[config.mk]
export PLATFORM = sky130hd
export DESIGN_NAME = wb_stage_reg
export DESIGN_NICKNAME = d
export VERILOG_FILES = /design/src/rtl/wb_stage_reg.sv
export SDC_FILE = /design/constraint.sdc
export NUM_CORES = 1
export LEC_CHECK = 0
export BUFFER_PORTS_ARGS = -buffer_cell sky130_fd_sc_hd__buf_4
export CORE_MARGIN = 3
export CORE_UTILIZATION = 48
export CTS_BUF_LIST = sky130_fd_sc_hd__clkbuf_4
export CTS_CLUSTER_SIZE = 28
export DETAILED_ROUTE_END_ITERATION = 16
export GPL_TIMING_DRIVEN = 0
export PLACE_DENSITY = 0.86
export SYNTH_ARGS = -nofsm -noshare
export SYNTH_HDL_FRONTEND = slang
export SYNTH_SLANG_ARGS = --single-unit
[constraint.sdc]
create_clock -name clk -period 1.9 [get_ports clk]
set_input_delay 0 -clock clk [delete_from_list [all_inputs] [get_ports clk]]
set_output_delay 0 -clock clk [all_outputs]
set_load 0.03 [all_outputs]
[src/rtl/wb_stage_reg.sv]
// wb_stage_reg: write-back pipeline register with decode forwarding and retired-write counter.
// Optional feature: define WB_FORWARD_EN to forward write data to decode; otherwise decode stalls on every dependence.
module wb_stage_reg #(
  parameter int DW = 8,
  parameter int SEL_W = 3,
  parameter int CNT_W = 16
) (
  input  logic             clk,
  input  logic             rst_n,
  input  logic             stall,
  input  logic             flush,
  input  logic             cnt_clr,
  input  logic             ex_valid,
  input  logic [DW-1:0]    ex_alu,
  input  logic [DW-1:0]    ex_or2,
  input  logic [DW-1:0]    ex_dm,
  input  logic [DW-1:0]    ex_sp,
  input  logic [SEL_W-1:0] ex_rn_sel,
  input  logic [1:0]       ex_ctrl,
  input  logic [SEL_W-1:0] ex_s8,
  output logic [DW-1:0]    wb_alu,
  output logic [DW-1:0]    wb_or2,
  output logic [DW-1:0]    wb_dm,
  output logic [DW-1:0]    wb_sp,
  output logic [SEL_W-1:0] wb_rn_sel,
  output logic [1:0]       wb_ctrl,
  output logic [SEL_W-1:0] wb_s8,
  output logic             wb_valid,
  input  logic [SEL_W-1:0] id_rn_sel,
  output logic             fwd_r0_hit,
  output logic             fwd_rn_hit,
  output logic [DW-1:0]    fwd_data,
  output logic             fwd_hazard,
  output logic [CNT_W-1:0] wb_count
);
  logic r0;
  logic rn;
  logic retire;
  assign r0 = wb_valid & wb_ctrl[0];
  assign rn = wb_valid & ((wb_ctrl == 2'b11) |
                          ((wb_ctrl == 2'b10) & (wb_rn_sel == id_rn_sel)) |
                          ((wb_ctrl == 2'b01) & (id_rn_sel == '0)));
  assign retire = wb_valid & (|wb_ctrl) & ~stall & ~flush;
  // stage capture: flush kills valid/ctrl, stall holds everything, otherwise load from execute
  always_ff @(posedge clk or negedge rst_n) begin
    if (!rst_n) begin
      wb_valid  <= 1'b0;
      wb_ctrl   <= 2'b00;
      wb_alu    <= '0;
      wb_or2    <= '0;
      wb_dm     <= '0;
      wb_sp     <= '0;
      wb_rn_sel <= '0;
      wb_s8     <= '0;
    end else if (flush) begin
      wb_valid <= 1'b0;
      wb_ctrl  <= 2'b00;
    end else if (!stall) begin
      wb_valid  <= ex_valid;
      wb_ctrl   <= ex_valid ? ex_ctrl : 2'b00;
      wb_alu    <= ex_alu;
      wb_or2    <= ex_or2;
      wb_dm     <= ex_dm;
      wb_sp     <= ex_sp;
      wb_rn_sel <= ex_rn_sel;
      wb_s8     <= ex_s8;
    end
  end
  // retired-write counter: clear wins, increment saturates at all-ones
  always_ff @(posedge clk or negedge rst_n) begin
    if (!rst_n) wb_count <= '0;
    else if (cnt_clr) wb_count <= '0;
    else if (retire && !(&wb_count)) wb_count <= wb_count + 1'b1;
  end
`ifdef WB_FORWARD_EN
  logic copy;
  assign copy = (wb_s8 == SEL_W'(5)) | (wb_s8 == SEL_W'(6));
  // copy sources have no value yet, so their dependences become hazards instead of hits
  always_comb begin
    fwd_data   = (wb_s8 == SEL_W'(1)) ? wb_alu :
                 (wb_s8 == SEL_W'(2)) ? wb_or2 :
                 (wb_s8 == SEL_W'(3)) ? wb_sp  :
                 (wb_s8 == SEL_W'(4)) ? wb_dm  : '0;
    fwd_r0_hit = ~copy & r0;
    fwd_rn_hit = ~copy & rn;
    fwd_hazard = copy & (r0 | rn);
  end
`else
  // no forwarding path: every dependence stalls decode
  always_comb begin
    fwd_data   = '0;
    fwd_r0_hit = 1'b0;
    fwd_rn_hit = 1'b0;
    fwd_hazard = r0 | rn;
  end
`endif
endmodule

-- After elaboration in Yosys (flattened, before gate mapping)
Index checks and enable logic that the tools add are counted.
- flip-flop bits (word level): 57
- input port bits: 49
- reduce and logical (&&, ||, !) cells: 7
- bitwise gates (word level): 12
- multiplexer cells: 7
- equality and inequality tests: 5
- add/sub/neg operators: 1
- operators with widths (cell ; number):
    2-to-1 mux 16 bit ; 2
    adder 16 x 1 -> 16 bit, second input constant ; 1
    AND reduction 16 bit ; 1
    AND 1 bit ; 7
    2-to-1 mux 2 bit ; 3
    == test 2 bit, second input constant ; 2
    == test 3 bit ; 1
    logical NOT 3 bit ; 1
    bitwise OR 1 bit ; 3
    == test 2 x 1 -> 1 bit, second input constant ; 1
    2-to-1 mux 1 bit ; 2
    != test 2 x 1 -> 1 bit, second input constant ; 1
    inverter 1 bit ; 2
    AND reduction 2 bit ; 1
    nonzero test 2 bit ; 1
    OR reduction 2 bit ; 1
    logical AND 1 bit ; 1
    logical NOT 1 bit ; 1

-- Logic depth before layout (Yosys ltp)
- depth in word-level cells: 7
- gate-level depth with buffers: 7
- mapped depth without buffers: 6

-- Worst setup path after synthesis
No wires, ideal clock.
- path type: flip-flop to flip-flop
- start: register wb_count[0]
- end: register wb_count[5]
- setup slack: 0.094 ns
- arrival time: 1.674 ns
- period minus slack after synthesis: 1.806 ns
- cell stages (with the launch flop): 8
- path through: dfrtp_1 > ha_1 > nand3_1 > nor4_2 > buf_4 > nor4_1 > xnor2_1 > nor2_1
- longest elaborated chain between the ends: 4
- elaborated cells between the ends (all ways): 7
- those cells by class: add/sub (1); mux (2); reduce/logical (4)
- ends and longest elaborated chain (item ; RTL line ; source):
    start, declared ; 34 ; output logic [CNT_W-1:0] wb_count
    start signal, assigned ; 73 ; else if (retire && !(&wb_count)) wb_count <= wb_count + 1'b1;
    parallel branches: the longest is 4 deep, another holds adder 16 x 1 -> 16 bit ; n/a ;
Parallel ways; which one is timed is not known. The select of a mux whose other input is x is not followed.
A chain may end at the register's enable or synchronous reset.

-- Worst setup path after layout
Same ends and word-level chain as after synthesis.

==> flow_metrics.py <==
metrics = {
    "setup_path": {
        "cp_slowest_stage_delay_ns": 0.45,
        "worstSetupPathType": "reg -> reg",
        "rr_startpoint": "wb_count[0]",
        "worst_path_dominant_cell_family": "simple AND/OR/NAND/NOR gates",
        "r2r_end": "wb_count[5]",
        "worst_ep_required_time_ns": 2.17,
        "end_kind": "flip-flop",
        "reg2reg_depth": 7,
        "worst_path_max_delay_cell": "dfrtp_2",
        "setup.reg_to_reg.worst_slack_ns": 0.18,
        "cp_max_fo": 10,
        "worst_ep_arrival_ns": 1.99,
        "timing.critical_path.from_type": "flip-flop",
        "path_cells": "ha_1 > nand3_1 > nor4_4 > buf_4 > nor4_1 > xnor2_1 > nor2_1",
        "worst-path-buf-inv": 1,
    },
    "global_routing": {
        "first_pass_grt_wire_length_mm": 12.70,
        "antenna_found_initial": 0,
        "grt_remaining_overflow": 0,
        "first_global_vias": 2476,
        "grt_start_max_net_pins": 58,
        "track_usage": 0.2725,
    },
    "route": {
        "antenna_violating_nets_post_route": 0,
        "via_density_per_instance": 5.073,
        "drt_pre_antenna_iters": 4,
        "dr.first_iter.drc_count": 123,
        "detailroute.via_count": 2227,
        "drt-wirelength-per-cell_microns": 17.49,
        "route.final.wire_length_mm": 7.678,
        "number_of_remaining_drc_errors": 0,
    },
    "place": {
        "numPlacedInstances": 379,
        "routabilityCongestion": 0.8299,
        "placed_wire_length_estimate_mm": 4.351,
        "port_buffers": 105,
    },
    "synth": {
        "netlist_area_sq_um": 2531,
        "synth_enable_flop_cells": 0,
        "synthesis.area_per_instance_sq_um": 12.78,
        "synth_sequential_area_ratio": 0.5635,
        "synth.yosys.warnings": 0,
        "dominantRegCellSynth": "dfrtp_1",
        "post-synth-top-area-fraction": 0.5635,
        "synth.lib_cells_used.distinct": 32,
        "netlist.top_cell.by_area": "dfrtp_1",
        "syn_inst": 198,
        "netlist_top_cells_area": "dfrtp_1, mux2_2, xnor2_1",
        "yosys_register_bits": 57,
        "async_flop_share": 1.000,
    },
    "floorplanning": {
        "io_pins": 117,
        "placementRows": 25,
        "die_width_microns": 78.62,
        "chipHeight_microns": 78.62,
        "placeableCoreArea_sq_um": 4911,
        "initial_core_util": 0.5154,
        "floorplan.die_area_sq_um": 6180,
    },
    "timing": {
        "hold_viol": 0,
        "achievable-frequency_mhz": 579.8,
        "slew-limit-headroom": 0.5311,
        "hold-worst-slack_ns": 0.1138,
        "min_period_ns": 1.725,
        "final-max-slew-violation-count": 0,
        "setup_repair_after_global_routing_missed_its_margin": "no",
        "fin_skew_ns": 0.01881,
        "worst_pin_slew_ns": 0.7034,
        "report.final.setup_viol": 0,
        "fin_crit_sh": 0.9078,
        "setup_tns_ns": 0,
    },
    "hold_path": {
        "hold_path_depth": 4,
        "timing.hold.worst.class": "in -> reg",
        "min_delay_worst_endpoint": "wb_valid",
        "beginning_of_the_worst_hold_path": "ex_valid",
    },
    "clocking": {
        "cts.reportedPaths.clkPinSlew_ns": 0.10,
        "numCtsBuffers": 9,
        "clock-root-buffer": "clkbuf_4",
        "clock_insertion_delay_worst_skew_ns": 0.39,
        "tritoncts": "built",
        "numClockSinks": 57,
        "cts.path.max_buffers": 2,
        "cts-htree-levels": 3,
    },
    "final_layout": {
        "layout_common_cells": "buf_4, dfrtp_1, dlygate4sd3_1",
        "synthToLayoutAreaGrowth_pct": 57.98,
        "stdcell_count": 439,
        "utilization_after_layout": 0.8143,
        "num_antenna_cells": 0,
        "final_common_cell": "buf_4",
        "layout-drive-gt1-share": 0.4892,
        "layout.nets": 417,
    },
    "pwr": {
        "total_power_mw": 3.016,
        "power_per_standard_cell_area_nw_per_um2": 754.1,
        "ir_worst_vdd_mv": 0.7131,
        "leak_pwr_nw": 1.859,
    },
    "status": {
        "outcome": "finished clean",
    },
    "run": {
        "max-cap-violations": 0,
    },
}
final cells by class:
type                    instances  area [sq um]
flip-flops and latches         57          1428
repair buffers                149          1229
multi-input cells             132          1033
fillers                       276         912.1
plain buffers                  18         120.1
well taps                      67         83.83
clock buffers                   9         67.56
clock inverters                 7         37.54
Yosys cell counts (3+ instances only):
cell type,number
buf_4,11
nand4_1,4
nand3_1,4
nand2_1,6
nor2_1,20
buf_2,3
nor3_1,4
mux2_2,38
dfrtp_1,57
xnor2_1,17
nor4_1,7
state kept, by name, summed over array words and instances, names as in the netlist:
register,cells
wb_alu,8
wb_sp,8
wb_valid,1
wb_count,16
wb_s8,3
wb_or2,8
wb_rn_sel,3
wb_dm,8
wb_ctrl,2
metal layers:
layer / track usage / vias up / wire [microns]
li1: - / 1013 / -
met1: 0.3134 / 1080 / 2853
met2: 0.4762 / 120 / 4033
met3: 0.07798 / 14 / 636
met4: 0.1066 / 0 / 153
met5: 0 / - / 0
per-stage QoR:
step           area, sq um  setup WS [ns]
3_3_place_gp          3437         0.1361
2_1_floorplan         2565        0.09422
4_1_cts               3983        0.09706
3_5_place_dp          3437         0.1138
5_1_grt               3999        0.01405
6_report              3999         0.1752
power by group:
group	switching [mW]	leakage, nW	internal, mW	total, mW
Sequential	0.0909	0.709	1.33	1.43
Combinational	0.476	1.09	0.400	0.877
Clock	0.461	0.0566	0.253	0.713
Total	1.03	1.86	1.99	3.02
repair_timing:
item                                    4_1_cts  5_1_grt
hold endpoints to repair                    104        0
endpoints found under the setup margin        0       11
hold buffers                                 44        0
resized for setup                             0        3
setup buffers                                 0        0
worst max-delay path by stage:
stage / start / endpoint / slack, ns / cells after the start
after global routing: wb_count[1] / wb_count[10] / 0.01 / 6
final: wb_count[0] / wb_count[5] / 0.18 / 7
after global placement: wb_count[0] / wb_count[5] / 0.14 / 7
after detailed placement: wb_count[0] / wb_count[7] / 0.11 / 7
after floorplan: wb_count[0] / wb_count[5] / 0.09 / 7
after CTS: wb_count[0] / wb_count[11] / 0.1 / 7
tightest hold or removal path: cells and delay by family:
family | cells | cell delay [ns]
AO/OA/AOI/OAI | 1 | 0.14
AND/OR/NAND/NOR | 2 | 0.22
buffers and inverters | 1 | 0.11
cell families (layout without fill, tap and decap cells):
logic type	after synthesis	count (layout)	share of synthesized area
simple gates	58	58	0.1280
mux	38	38	0.1691
flops	57	57	0.5635
buf+inv	18	183	0.04745
other cells	1	10	0.001482
compound gates	8	8	0.02669
fa+ha+maj	1	1	0.004942
xor+xnor	17	17	0.05882
No activity file was read; power rests on OpenSTA's default activity.
